`src/rtl/wci_pkg.sv`:
```
// Shared WCI request/response encodings, request field layout and control-op codes.
// Pure definitions; no latency or flow control of its own.
package wci_pkg;

    localparam logic [2:0] MCMD_WR = 3'b001;
    localparam logic [2:0] MCMD_RD = 3'b010;

    localparam logic [1:0] SRESP_NULL = 2'b00;
    localparam logic [1:0] SRESP_DVA  = 2'b01;
    localparam logic [1:0] SRESP_ERR  = 2'b11;

    localparam int REQ_MCMD_LSB  = 57;
    localparam int REQ_SPACE_BIT = 56;
    localparam int REQ_BE_LSB    = 52;
    localparam int REQ_ADDR_LSB  = 32;
    localparam int REQ_DATA_LSB  = 0;
    localparam int REQ_W         = 60;

    typedef struct packed {
        logic [2:0]  mcmd;
        logic        space;
        logic [3:0]  byte_en;
        logic [19:0] addr;
        logic [31:0] data;
    } wci_req_t;

    typedef enum logic [2:0] {
        CTL_EXISTS      = 3'd0,
        CTL_INITIALIZED = 3'd1,
        CTL_OPERATING   = 3'd2,
        CTL_SUSPENDED   = 3'd3
    } ctl_state_t;

    typedef enum logic [1:0] {
        REQ_IDLE = 2'd0,
        REQ_EXEC = 2'd1,
        REQ_RESP = 2'd2
    } req_fsm_t;

    localparam logic [2:0] OP_INIT    = 3'd0;
    localparam logic [2:0] OP_START   = 3'd1;
    localparam logic [2:0] OP_STOP    = 3'd2;
    localparam logic [2:0] OP_RELEASE = 3'd3;

    localparam logic [31:0] CTL_RESULT_OK  = 32'hC0DE_4201;
    localparam logic [31:0] CTL_RESULT_BAD = 32'hC0DE_4202;

    function automatic logic [31:0] be_merge(input logic [31:0] old_dat,
                                             input logic [31:0] new_dat,
                                             input logic [3:0]  be);
        logic [31:0] r;
        for (int i = 0; i < 4; i++) begin
            r[8*i +: 8] = be[i] ? new_dat[8*i +: 8] : old_dat[8*i +: 8];
        end
        return r;
    endfunction

endpackage

```
`src/rtl/wci_req_target_if.sv`:
```
// Request-FIFO head and WCI response signals between the FIFO/host side and the target.
// No latency; the target pops with req_deq, responses are unacknowledged single-cycle strobes.
interface wci_req_target_if;
    logic [59:0] req_d_out;
    logic        req_empty_n;
    logic        req_deq;
    logic [1:0]  wciS0_SResp;
    logic [31:0] wciS0_SData;

    modport master (output req_d_out, output req_empty_n,
                    input  req_deq, input wciS0_SResp, input wciS0_SData);
    modport slave  (input  req_d_out, input req_empty_n,
                    output req_deq, output wciS0_SResp, output wciS0_SData);
endinterface

```
`src/rtl/wci_cfg_regfile.sv`:
```
// NREG x 32 config register file with byte-enable write and combinational read.
// Write lands on the next clock edge; no backpressure, a write is always accepted.
module wci_cfg_regfile
    import wci_pkg::*;
#(
    parameter int NREG = 8,
    parameter int RAW  = 3
) (
    input  logic               clk,
    input  logic               rst_n,
    input  logic               wr_en,
    input  logic [RAW-1:0]     wr_idx,
    input  logic [3:0]         wr_be,
    input  logic [31:0]        wr_dat,
    input  logic [RAW-1:0]     rd_idx,
    output logic [31:0]        rd_dat,
    output logic [NREG*32-1:0] regs_flat
);

    logic [31:0] regs [NREG];

    always_ff @(posedge clk or negedge rst_n) begin
        if (!rst_n) begin
            for (int k = 0; k < NREG; k++) begin
                regs[k] <= '0;
            end
        end else if (wr_en) begin
            regs[wr_idx] <= be_merge(regs[wr_idx], wr_dat, wr_be);
        end
    end

    assign rd_dat = regs[rd_idx];

    for (genvar k = 0; k < NREG; k++) begin : g_flat
        assign regs_flat[32*k +: 32] = regs[k];
    end

endmodule

```
`src/rtl/wci_req_target.sv`:
```
// WCI request consumer: pops the FIFO head, executes control ops / config accesses, answers once.
// Latency: head seen at t -> req_deq at t, response at t+2; at most one request per 3 cycles.
// Backpressure: the FIFO is only popped in IDLE, so requests wait in the FIFO while one is in flight.
module wci_req_target
    import wci_pkg::*;
#(
    parameter int NREG = 8,
    parameter int RAW  = 3
) (
    input  logic               wciS0_Clk,
    input  logic               wciS0_MReset_n,
    wci_req_target_if.slave    wci,
    output logic [2:0]         ctl_state,
    output logic               is_operating,
    output logic               cfg_wr,
    output logic [NREG*32-1:0] cfg_regs
);

    req_fsm_t    state_q, state_d;
    wci_req_t    req_q;
    ctl_state_t  ctl_q, ctl_d;
    logic [1:0]  resp_q, resp_d;
    logic [31:0] data_q, data_d;
    logic        cfg_wr_q;
    logic        deq;
    logic        wr_commit;
    logic [RAW-1:0] cfg_idx;
    logic        cfg_oor;
    logic [31:0] cfg_rd_dat;
    logic        unused_addr_lsbs;

    assign cfg_idx          = req_q.addr[RAW+1:2];
    assign cfg_oor          = |req_q.addr[19:RAW+2];
    assign unused_addr_lsbs = ^req_q.addr[1:0];

    always_ff @(posedge wciS0_Clk or negedge wciS0_MReset_n) begin
        if (!wciS0_MReset_n) begin
            state_q  <= REQ_IDLE;
            req_q    <= '0;
            ctl_q    <= CTL_EXISTS;
            resp_q   <= SRESP_NULL;
            data_q   <= '0;
            cfg_wr_q <= 1'b0;
        end else begin
            state_q <= state_d;
            if (deq) begin
                req_q <= wci.req_d_out;
            end
            ctl_q    <= ctl_d;
            resp_q   <= (state_q == REQ_EXEC) ? resp_d : SRESP_NULL;
            data_q   <= (state_q == REQ_EXEC) ? data_d : '0;
            cfg_wr_q <= (state_q == REQ_EXEC) && wr_commit;
        end
    end

    always_comb begin
        state_d   = state_q;
        deq       = 1'b0;
        resp_d    = SRESP_ERR;
        data_d    = '0;
        wr_commit = 1'b0;
        ctl_d     = ctl_q;
        case (state_q)
            REQ_IDLE: begin
                if (wci.req_empty_n) begin
                    deq     = 1'b1;
                    state_d = REQ_EXEC;
                end
            end
            REQ_EXEC: begin
                state_d = REQ_RESP;
                if (req_q.space) begin
                    if (!cfg_oor && req_q.mcmd == MCMD_WR) begin
                        wr_commit = 1'b1;
                        resp_d    = SRESP_DVA;
                    end else if (!cfg_oor && req_q.mcmd == MCMD_RD) begin
                        resp_d = SRESP_DVA;
                        data_d = cfg_rd_dat;
                    end
                end else if (req_q.mcmd == MCMD_RD) begin
                    // Illegal transitions still answer DVA; only the result word differs.
                    resp_d = SRESP_DVA;
                    data_d = CTL_RESULT_BAD;
                    case (req_q.addr[4:2])
                        OP_INIT: begin
                            if (ctl_q == CTL_EXISTS) begin
                                ctl_d  = CTL_INITIALIZED;
                                data_d = CTL_RESULT_OK;
                            end
                        end
                        OP_START: begin
                            if (ctl_q == CTL_INITIALIZED || ctl_q == CTL_SUSPENDED) begin
                                ctl_d  = CTL_OPERATING;
                                data_d = CTL_RESULT_OK;
                            end
                        end
                        OP_STOP: begin
                            if (ctl_q == CTL_OPERATING) begin
                                ctl_d  = CTL_SUSPENDED;
                                data_d = CTL_RESULT_OK;
                            end
                        end
                        OP_RELEASE: begin
                            ctl_d  = CTL_EXISTS;
                            data_d = CTL_RESULT_OK;
                        end
                        default: data_d = CTL_RESULT_OK;
                    endcase
                end
            end
            REQ_RESP: state_d = REQ_IDLE;
            default:  state_d = REQ_IDLE;
        endcase
    end

    wci_cfg_regfile #(.NREG(NREG), .RAW(RAW)) u_regfile (
        .clk       (wciS0_Clk),
        .rst_n     (wciS0_MReset_n),
        .wr_en     (wr_commit),
        .wr_idx    (cfg_idx),
        .wr_be     (req_q.byte_en),
        .wr_dat    (req_q.data),
        .rd_idx    (cfg_idx),
        .rd_dat    (cfg_rd_dat),
        .regs_flat (cfg_regs)
    );

    // Gate the pop with reset so nothing is dequeued while the block is held in reset.
    assign wci.req_deq     = deq & wciS0_MReset_n;
    assign wci.wciS0_SResp = resp_q;
    assign wci.wciS0_SData = data_q;
    assign cfg_wr          = cfg_wr_q;
    assign ctl_state       = ctl_q;
    assign is_operating    = (ctl_q == CTL_OPERATING);

endmodule

```
`src/flat_wrapper.sv`:
```
// flat-port wrapper written by rule: the top's interface ports become plain ports
module wci_req_target_flat import wci_pkg::*;
#(
    parameter int NREG = 8,
    parameter int RAW  = 3
)
  (wciS0_Clk, wciS0_MReset_n, ctl_state, is_operating, cfg_wr, cfg_regs, wci_req_d_out, wci_req_empty_n, wci_req_deq, wci_wciS0_SResp, wci_wciS0_SData);
  wci_req_target_if wci_i ();
  input  logic wciS0_Clk;
  input  logic wciS0_MReset_n;
  output logic [2:0] ctl_state;
  output logic is_operating;
  output logic cfg_wr;
  output logic [NREG*32-1:0] cfg_regs;
  input wire logic [$bits(wci_i.req_d_out)-1:0] wci_req_d_out;
  input wire logic [$bits(wci_i.req_empty_n)-1:0] wci_req_empty_n;
  output wire logic [$bits(wci_i.req_deq)-1:0] wci_req_deq;
  output wire logic [$bits(wci_i.wciS0_SResp)-1:0] wci_wciS0_SResp;
  output wire logic [$bits(wci_i.wciS0_SData)-1:0] wci_wciS0_SData;
  assign wci_i.req_d_out = wci_req_d_out;
  assign wci_i.req_empty_n = wci_req_empty_n;
  assign wci_req_deq = wci_i.req_deq;
  assign wci_wciS0_SResp = wci_i.wciS0_SResp;
  assign wci_wciS0_SData = wci_i.wciS0_SData;
  wci_req_target #(.NREG(NREG), .RAW(RAW)) u_core (.wciS0_Clk(wciS0_Clk), .wciS0_MReset_n(wciS0_MReset_n), .wci(wci_i), .ctl_state(ctl_state), .is_operating(is_operating), .cfg_wr(cfg_wr), .cfg_regs(cfg_regs));
endmodule
```
`config.mk`:
```
export PLATFORM = sky130hd
export DESIGN_NAME = wci_req_target_flat
export DESIGN_NICKNAME = d
export VERILOG_FILES = /design/src/rtl/wci_pkg.sv /design/src/rtl/wci_req_target_if.sv /design/src/rtl/wci_cfg_regfile.sv /design/src/rtl/wci_req_target.sv /design/src/flat_wrapper.sv
export SDC_FILE = /design/constraint.sdc
export NUM_CORES = 1
export LEC_CHECK = 0
export CAP_MARGIN = 20
export CORE_MARGIN = 2
export CORE_UTILIZATION = 46
export CTS_CLUSTER_SIZE = 16
export DETAILED_ROUTE_END_ITERATION = 10
export PLACE_DENSITY = 0.73
export SLEW_MARGIN = 10
export SYNTH_ARGS = -nofsm -noshare
export SYNTH_HDL_FRONTEND = slang
export SYNTH_SLANG_ARGS = --single-unit
```
`constraint.sdc`:
```
create_clock -name wciS0_Clk -period 2.1 [get_ports wciS0_Clk]
set_input_delay 0.525 -clock wciS0_Clk [delete_from_list [all_inputs] [get_ports wciS0_Clk]]
set_output_delay 0.525 -clock wciS0_Clk [all_outputs]
set_load 0.01 [all_outputs]
```
==> out/results.txt, run 1 <==
Antenna violations before repair = 1
Unique masters post-synth = 64
Post-synthesis register bit count = 353
Mapped cell area = 0.0163 sq mm
Int Power = 13.3 mW
Die height = 192 um
Cells after synthesis = 1449
CTS buffer count = 40
Switching Fraction = 31.1%
Peak VDD IR = 603 uV
Clk buf depth = 3
Seq/Total Area, Yosys = 54.3%
CP max FO = 17
Drt drc = 0
Reg-to-Reg End = u_core.u_regfile.regs_flat[94]
CP Data Required Time = 2540 ps
Initial core utilization = 46.9%
Lkg Pwr = 10.0 nW
PD cells = 846 mW/mm^2
Pre-Repair DR Iteration Count = 7
Routed length per placed instance = 28.1 um
Drt initial violations = 1972
Via count = 15485
Design Area, Final = 0.0228 sq mm
Number of flops mapped to enable cells by yosys = 0
# setup viols final = 1
Yosys synthesis warning count = 0
Yosys top cell area share = 54.3%
Placer congestion estimate = 0.872
HP Start = u_core.req_q[14]
Final WS setup = -0.735 ps
Status = finished with violations
Logic pwr share = 24.6%
Sequential power share = 38.7%
CP endpoint kind = flop
IO buf count = 355
Area leader, netlist = dfrtp_1
Core box area = 0.0347 sq mm
GR Util All Layers = 34.4%
First-pass GRT wire length = 94500 um
Startpoint types = flop
Prevailing post-synth register cell = dfrtp_1
Worst R2R Start = u_core.cfg_idx[0]
Clock power frac = 36.7%
Vias per cell = 6.65
P_sw = 6.00 mW
Net Count, Synth = 1512
Non-Filler Instances = 2327
Routed WL = 65300 um
Fmax = 0.476 GHz
Worst Hold Depth = 1
Syn_area_per_cell = 11.2 sq um
Hold violation total from the final report = 0
CTS tree = done
Final Slew Violations = 0
Worst-Skew Late Latency = 530 ps
Max Cap Viol = 0
Least-Margin Pin Slew = 856 ps
Row cnt = 68
CTS H-tree depth = 2
Final setup TNS = -0.735 ps
CP Class = reg -> reg
Slew headroom = 42.9%
Nets = 1906
Largest net degree at the start of global routing = 139
Clk_skew = 10.1 ps
Die Width = 192 um
Area delta synth->final = 40.3%
Violated checks = negative setup slack
CP Launch Point = u_core.cfg_idx[0]
Top cells by area, synth = dfrtp_1, a31oi_1, a21oi_1, mux2_2, mux2i_1
Die ar. = 0.0369 sq mm
Total congestion overflow = 0
Worst R2R Path Depth = 7
CTS Sinks = 353
Placed Instance Area = 0.0210 sq mm
Share of cells above drive strength 1 = 19.8%
Dpl cells = 2231
Most frequent cells in the layout = clkdlybuf4s50_1, dfrtp_1, a21oi_1, a31oi_1
RSZ-0062 raised after global routing = yes
Minimum clock period = 2100 ps
Critical Path AT = 2550 ps
Fin crit share = 100%
Worst hold endpoint = u_core.req_q[14]
Routed Antenna Nets = 0
I/O pin total = 359
R2R setup slack = -0.7 ps
HP Class = reg -> reg
Hpwl dp = 41600 um
Clk slew on worst S/H paths = 60 ps
Fillcell total = 2681
Vias in the first global route = 15168
Post-synth ARST share = 100%
Root Driver = clkbuf_16
[final cells by class]
cell class                      count  area [sq um]  share of cell area (%)
Clock inverter                     12           146                   0.642
Clock buffer                       58          1190                    5.22
Tap cell                          455           569                    2.50
Antenna cell                        1          2.50                  0.0110
Timing Repair Buffer              492          5130                    22.5
Multi-Input combinational cell    951          6900                    30.2
Inverter                            5          18.8                  0.0823
Sequential cell                   353          8850                    38.8
[flip-flops by register name, summed over array words and instances (netlist names)]
| register | flops |
|---|---|
| u_core.cfg_idx | 3 |
| u_core.ctl_state | 2 |
| u_core.req_q | 55 |
| u_core.wci.wciS0_SData | 32 |
| u_core.wci.wciS0_SResp | 2 |
| u_core.state_q | 2 |
| u_core.cfg_wr | 1 |
| u_core.u_regfile.regs_flat | 256 |
[critical path: stages (launching register included)]
cell and delay [ps]:
dfrtp_4 520, buf_2 170, or3b_1 410, buf_12 180
nor3_4 220, buf_12 220, a21oi_1 90, a31oi_1 180
[synthesized netlist by cell type (7+ instances only)]
| master | number |
|---|---|
| nor3_2 | 7 |
| o22a_1 | 16 |
| o21ai_0 | 27 |
| o211ai_2 | 12 |
| a22oi_1 | 13 |
| nand2_1 | 41 |
| a2bb2oi_1 | 19 |
| clkbuf_1 | 46 |
| buf_2 | 64 |
| buf_4 | 16 |
| and2_1 | 9 |
| buf_6 | 7 |
| a21oi_1 | 266 |
| dfrtp_1 | 353 |
| mux2_2 | 82 |
| nor2_1 | 15 |
| mux2i_1 | 90 |
| o211ai_1 | 8 |
| a31oi_1 | 243 |
| o221ai_1 | 8 |
| a211oi_1 | 13 |
[worst max path at each step]
stage	slack (ps)	depth (start not counted)	to
5_1_grt	-60	7	u_core.u_regfile.regs_flat[136]
3_5_place_dp	-290	4	wci_req_deq
3_3_place_gp	-320	4	wci_req_deq
6_report	-0.7	7	u_core.u_regfile.regs_flat[94]
4_1_cts	-6	3	wci_req_deq
2_1_floorplan	110	6	u_core.u_regfile.regs_flat[110]
[per-stage QoR]
step / power, mW / hold WS (ps) / utilization (%) / worst slack (ps)
detailed placement: 11.8 / 492 / 60.6 / -291
global route: 19.9 / 512 / 65.7 / -57.6
global placement: 11.7 / 488 / 60.6 / -322
CTS: 19.0 / 505 / 64.8 / -5.83
finish: 19.3 / 503 / 65.7 / -0.735
floorplan: 10.1 / 229 / - / 107
[power by group through the flow]
stage	Combinational, mW	Sequential, mW	Clock [mW]
finish	4.74	7.47	7.09
global route	4.97	7.50	7.42
CTS	4.33	7.48	7.15
detailed placement	4.18	7.59	0
global placement	4.09	7.58	0
floorplan	2.71	7.40	0
[per-layer routing]
layer | vias to the layer above | track usage (%) | wire length, um
li1 | 6390 | - | -
met1 | 7598 | 45.5 | 24300
met2 | 1245 | 51.9 | 29200
met3 | 252 | 9.90 | 8330
met4 | 0 | 17.4 | 3500
met5 | - | 0 | 0
[kinds of logic (layout without fill, tap and decap cells)]
family / Yosys count / count (layout) / synth area share (%)
AOI/OAI and AO/OA: 650 / 650 / 24.6
xor gates and xnor gates: 1 / 1 / 0.0539
other: 1 / 2 / 0.0231
buffers and inverters: 145 / 567 / 4.74
and+or+nand+nor: 123 / 123 / 4.52
DFF: 353 / 353 / 54.3
muxes: 176 / 176 / 11.8
[timing repair]
action / CTS / global route
hold buffers: 1 / 0
setup buffers: 8 / 13
pin swaps: 6 / 16
resized for setup: 16 / 56
cloned: 1 / 2
endpoints found under the hold margin: 16 / 0
setup endpoints to repair: 78 / 192
Note: power is estimated with default switching activity, not from simulation.
==> run 2: changes to the inputs <==
--- a/config.mk
+++ b/config.mk
@@ -7,10 +7,10 @@
 export LEC_CHECK = 0
 export CAP_MARGIN = 20
 export CORE_MARGIN = 2
-export CORE_UTILIZATION = 46
-export CTS_CLUSTER_SIZE = 16
+export CORE_UTILIZATION = 50
+export CTS_CLUSTER_SIZE = 40
 export DETAILED_ROUTE_END_ITERATION = 10
-export PLACE_DENSITY = 0.73
+export PLACE_DENSITY = 0.75
 export SLEW_MARGIN = 10
 export SYNTH_ARGS = -nofsm -noshare
 export SYNTH_HDL_FRONTEND = slang
==> constraint.sdc (replaced) <==
create_clock -name wciS0_Clk -period 2.3 [get_ports wciS0_Clk]
set_input_delay 0.575 -clock wciS0_Clk [delete_from_list [all_inputs] [get_ports wciS0_Clk]]
set_output_delay 0.575 -clock wciS0_Clk [all_outputs]
set_load 0.01 [all_outputs]
==> out/results.txt, run 2 (synthesis gave the netlist of run 1 again) <==
Row cnt = 66 (-2.9%)
I/O pin total = 359 (unchanged)
Met2 Usage GRT = 54.0% (+2.2 points)
Minimum clock period = 2250 ps
HP Class = in -> async
Number of flip-flops in the largest register = 256 (unchanged)
Share of cells above drive strength 1 = 16.2% (-3.5 points)
CP Depth = 2 (-5)
Clk slew on worst S/H paths = 70 ps (about the same)
Via count = 15308 (-1.1%)
Die Width = 184 um (-4.0%)
Routed Antenna Nets = 0 (unchanged)
Met1 usage = 48.3% (+2.8 points)
CTS buffer count = 39 (-2.5%)
Pre-Repair DR Iteration Count = 6 (-1)
Largest net degree at the start of global routing = 128 (-7.9%)
Global routing's busiest layer = met2
Tot Pwr = 17.1 mW (-11%)
CTS H-tree depth = 2 (unchanged)
Final WS setup = 54.2 ps (+55.0 ps)
Hold violation total from the final report = 0 (unchanged)
Crit-path cells = nor2b_1, clkdlybuf4s50_1
R2R setup slack = 60 ps (+60 ps)
Total congestion overflow = 0 (unchanged)
Placer congestion estimate = 0.915 (+4.9%)
Critical Path AT = 1670 ps (-880 ps)
CTS Sinks = 353 (unchanged)
Lkg Pwr = 9.46 nW (-5.7%)
Nets = 1862 (-2.3%)
Critical-path top delay cell = clkdlybuf4s50_1
Max Cap Viol = 0 (unchanged)
Startpoint types = flop
Non-Filler Instances = 2271 (-2.4%)
CP Data Required Time = 1730 ps (-810 ps)
Most frequent cells in the layout = clkdlybuf4s50_1, dfrtp_1, a21oi_1, a31oi_1, mux2i_1
Routed WL = 62200 um (-4.8%)
Commonest non-fill, non-tap cell in the layout = clkdlybuf4s50_1
CP endpoint kind = output port
Core box area = 0.0323 sq mm (-7.0%)
Peak VDD IR = 579 uV (-3.9%)
P_sw = 5.27 mW (-12%)
Post-Place Worst Slack = -189 ps (+101 ps)
Int Power = 11.8 mW (-11%)
RSZ-0062 raised after global routing = no
Routed length per placed instance = 27.4 um (-2.5%)
Status = finished, final reports clean
CP endpoint = is_operating
Final Slew Violations = 0 (unchanged)
WP buf/inv = 1 (-2)
Drt initial violations = 1976 (+0.20%)
Die ar. = 0.0340 sq mm (-7.8%)
Antenna violations before repair = 1 (unchanged)
CP delay by family, top = buffers and inverters
CP Launch Point = u_core.ctl_state[0]
CTS tree = done
Fillcell total = 2420 (-9.7%)
PD cells = 779 mW/mm^2 (-7.9%)
Drt drc = 0 (unchanged)
Fmax = 0.445 GHz
Clk_skew = 17.4 ps (+7.30 ps)
Slew headroom = 40.5% (-2.4 points)
CP max FO = 6 (-11)
First-pass GRT wire length = 92200 um (-2.5%)
Hpwl dp = 40300 um (-3.1%)
Area delta synth->final = 34.9%
Worst R2R Path Depth = 5 (-2)
IO buf count = 355 (unchanged)
Clock power frac = 37.5% (+0.8 points)
Logic pwr share = 22.4% (-2.2 points)
Root Driver = clkbuf_16
M3 GR Usage = 9.46% (-0.44 points)
Sequential power share = 40.1% (+1.4 points)
Initial core utilization = 50.4% (+3.5 points)
Crit-path max cell delay = 540 ps (+20 ps)
Dpl cells = 2197 (-1.5%)
Clk buf depth = 3 (unchanged)
Vias in the first global route = 14897 (-1.8%)
Die height = 184 um (-4.0%)
Switching Fraction = 30.8% (-0.23 points)
GR Util All Layers = 36.2% (+1.7 points)
Least-Margin Pin Slew = 893 ps (+36.6 ps)
# setup viols final = 0 (-1)
Hold-fix buffers at CTS = 0 (-1)
Reg-to-Reg End = u_core.u_regfile.regs_flat[239]
CP Class = reg -> out
Vias per cell = 6.74 (+1.3%)
Worst-Skew Late Latency = 540 ps (about the same)
Worst R2R Start = u_core.req_q[59]
Fin crit share = 97.6%
run 2: cell count changes in the layout (fill, tap and decap cells not counted), sizes merged:
cell           delta
dlygate4sd3       -1
clkdlybuf4s50    +13
inv               -3
dlygate4sd2       -2
dlymetal6s2s     -11
clkbuf            +4
clkinv            -2
buf              -41
run 2: repair_timing:
item	CTS	global route
pin swaps	0	1
setup endpoints to repair	7	30
buffers inserted	0	3
gates resized for setup	2	7
run 2: layout make-up:
class / instances / area, sq um / share of cell area (%)
diodes: 1 / 2.50 / 0.0114
clock buffers: 63 / 1200 / 5.46
clock inverters: 7 / 110 / 0.502
inverters: 5 / 18.8 / 0.0855
multi-input cells: 951 / 6770 / 30.9
flip-flops and latches: 353 / 8840 / 40.3
well taps: 442 / 553 / 2.52
repair buffers: 449 / 4450 / 20.3
run 2: power by group through the flow:
stage	Combinational, mW	Sequential (mW)	Clock, mW
2_1_floorplan	2.48	6.76	0
3_5_place_dp	3.67	6.94	0
4_1_cts	3.70	6.83	6.40
5_1_grt	4.03	6.88	6.72
6_report	3.84	6.85	6.40
3_3_place_gp	3.57	6.94	0
run 2: worst min-delay path by stage:
stage | startpoint | to
2_1_floorplan | wciS0_MReset_n | u_core.cfg_idx[0]
3_3_place_gp | u_core.req_q[3] | u_core.req_q[3]
3_5_place_dp | u_core.req_q[7] | u_core.req_q[7]
4_1_cts | wciS0_MReset_n | u_core.u_regfile.regs_flat[195]
5_1_grt | wciS0_MReset_n | u_core.u_regfile.regs_flat[227]
6_report | wciS0_MReset_n | u_core.u_regfile.regs_flat[131]
run 2: through the flow:
stage | hold WS (ps) | setup TNS (ps) | instance area [sq um] | utilization (%)
5_1_grt | 170 | 0 | 21900 | 68.0
4_1_cts | 209 | 0 | 21900 | 67.8
6_report | 93.1 | 0 | 21900 | 68.0
3_5_place_dp | 497 | -9840 | 20600 | 63.8
3_3_place_gp | 490 | -10120 | 20600 | 63.8
2_1_floorplan | 279 | 0 | 16300 | -
run 2: layer usage:
| metal | wire, um | part of all wire (%) |
|---|---|---|
| met2 | 27600 | 44 |
| met1 | 22900 | 37 |
| met3 | 7860 | 13 |
| met4 | 3860 | 6.2 |
| met5 | 0 | 0 |
==> run 3: changes to the inputs <==
--- a/config.mk
+++ b/config.mk
@@ -11,6 +11,7 @@
 export CTS_CLUSTER_SIZE = 40
 export DETAILED_ROUTE_END_ITERATION = 10
 export PLACE_DENSITY = 0.75
+export SETUP_SLACK_MARGIN = 0.2
 export SLEW_MARGIN = 10
 export SYNTH_ARGS = -nofsm -noshare
 export SYNTH_HDL_FRONTEND = slang
==> out/results.txt, run 3 (synthesis gave the netlist of run 1 again) <==
Status = finished, final reports clean
First-pass GRT wire length = 92500 um (+0.36%)
Worst R2R Start = u_core.cfg_idx[0]
CP endpoint kind = flop
Non-Filler Instances = 2315 (+1.9%)
Dpl cells = 2197 (unchanged)
CTS tree = done
Worst R2R Path Depth = 8 (+3)
Fmax = 0.465 GHz (+4.5%)
Peak VDD IR = 590 uV (+1.8%)
Clk slew on worst S/H paths = 60 ps (about the same)
Routed length per placed instance = 27.9 um (+2.0%)
Drt drc = 0 (unchanged)
Fillcell total = 2302 (-4.9%)
Die height = 184 um (unchanged)
Critical Path AT = 2580 ps (+910 ps)
Nets = 1906 (+2.4%)
Minimum clock period = 2150 ps (-96.7 ps)
Sequential power share = 39.2% (-0.9 points)
Commonest non-fill, non-tap cell in the layout = dfrtp_1
Hold violation total from the final report = 0 (unchanged)
Row cnt = 66 (unchanged)
Reg-to-Reg End = u_core.u_regfile.regs_flat[209]
CTS buffer count = 39 (unchanged)
CP Class = reg -> reg
Multi-input logic area = 0.00690 sq mm (+1.9%)
Lkg Pwr = 11.1 nW (+17%)
CTS H-tree depth = 2 (unchanged)
Worst-Skew Late Latency = 540 ps (about the same)
Most frequent cells in the layout = dfrtp_1, clkdlybuf4s50_1, a21oi_1, a31oi_1, buf_4
Area delta synth->final = 39.7%
I/O pin total = 359 (unchanged)
Hpwl dp = 40300 um (unchanged)
Antenna violations before repair = 1 (unchanged)
Core box area = 0.0323 sq mm (unchanged)
R2R setup slack = 150 ps (+90 ps)
Tot Pwr = 17.6 mW (+2.7%)
Int Power = 12.1 mW (+2.1%)
Startpoint types = flop
Die ar. = 0.0340 sq mm (unchanged)
Via count = 15651 (+2.2%)
HP Class = in -> async
Share of cells above drive strength 1 = 19.1% (+2.8 points)
Final Slew Violations = 0 (unchanged)
Pre-Repair DR Iteration Count = 7 (+1)
Largest net degree at the start of global routing = 128 (unchanged)
Max Cap Viol = 0 (unchanged)
RSZ-0062 raised after global routing = yes
Root Driver = clkbuf_16
Vias in the first global route = 14934 (+0.25%)
Initial core utilization = 50.4% (unchanged)
Die Width = 184 um (unchanged)
P_sw = 5.49 mW (+4.2%)
Vias per cell = 6.76 (+0.30%)
Total congestion overflow = 0 (unchanged)
Clk_skew = 15.6 ps (-1.80 ps)
Slew headroom = 47.5% (+7.0 points)
Least-Margin Pin Slew = 788 ps (-105 ps)
Register area = 0.00884 sq mm (about the same)
Fin crit share = 93.4% (-4.2 points)
# setup viols final = 0 (unchanged)
Number of flip-flops in the largest register = 256 (unchanged)
Logic pwr share = 24.3% (+1.9 points)
CP max FO = 14 (+8)
Routed WL = 64600 um (+4.0%)
Routed Antenna Nets = 0 (unchanged)
Clock power frac = 36.6% (-0.9 points)
Clk buf depth = 3 (unchanged)
GR Util All Layers = 36.3% (+0.11 points)
Switching Fraction = 31.3% (+0.45 points)
CP Data Required Time = 2730 ps (+1000 ps)
Drt initial violations = 2238 (+13%)
Placer congestion estimate = 0.915 (unchanged)
CTS Sinks = 353 (unchanged)
PD cells = 773 mW/mm^2 (-0.76%)
IO buf count = 355 (unchanged)
run 3: cell count changes in the layout (fill, tap and decap cells not counted), sizes merged:
cell / previous run / this run
dlymetal6s2s: 0 / 67
buf: 95 / 136
inv: 5 / 4
clkbuf: 64 / 66
clkinvlp: 0 / 2
clkdlybuf4s50: 353 / 272
dlygate4sd2: 0 / 14
run 3: worst max path at each step:
stage                 startpoint                               to  slack (ps)  cells past startpoint
2_1_floorplan    wci_req_empty_n                      wci_req_deq         250                      4
3_3_place_gp     wci_req_empty_n                 u_core.req_q[16]        -190                      4
5_1_grt        u_core.state_q[0]       u_core.wci.wciS0_SData[16]         120                      6
6_report       u_core.cfg_idx[0]  u_core.u_regfile.regs_flat[209]         150                      8
3_5_place_dp     wci_req_empty_n                 u_core.req_q[18]        -190                      4
4_1_cts        u_core.state_q[1]                      wci_req_deq         190                      4
run 3: routing by layer:
layer  GRT usage [%]  part of all wire (%)  vias up
li1                -                     -     6371
met4            21.1                   6.4        0
met1            48.2                    36     7667
met3            9.35                    13      296
met5               0                     0        -
met2            54.0                    44     1317
run 3: final cells by class:
type | instances | area share (%)
diodes | 1 | 0.0110
repair inverters | 1 | 0.0220
well taps | 442 | 2.43
clock buffers | 63 | 5.28
flip-flops and latches | 353 | 38.9
repair buffers | 492 | 22.3
multi-input cells | 951 | 30.4
clock inverters | 7 | 0.485
inverters | 5 | 0.0992
run 3: critical path, cell delays in order, from the launching register on:
cell	delay (ps)
dfrtp_4	580
buf_12	200
nand3b_1	250
buf_4	200
nor3_4	160
buf_4	190
buf_6	180
a21oi_1	110
a31oi_1	200
run 3: power groups by stage:
stage	clock, mW	combinational [mW]	sequential [mW]
finish	6.42	4.27	6.87
CTS	6.40	3.79	6.83
detailed placement	0	3.67	6.94
global placement	0	3.57	6.94
floorplan	0	2.48	6.76
global route	6.72	4.44	6.90
run 3: per-stage QoR:
stage                     TNS, ps  worst slack (ps)  area [sq um]  util (%)  hold slack, ps
after floorplan                 0               247         16300         -             279
after global placement     -10120              -186         20600      63.8             490
after detailed placement    -9840              -189         20600      63.8             497
after CTS                       0               188         22000      68.3             211
after global routing            0               119         22700      70.3             199
final                           0               151         22700      70.3             110
run 3: timing repair:
action / in CTS / in global routing
hold buffers: 0 / 0
pin swaps: 6 / 10
setup endpoints to repair: 282 / 347
cloned: 0 / 6
buffers inserted: 11 / 30
resized for setup: 40 / 111
hold endpoints to repair: 0 / 0
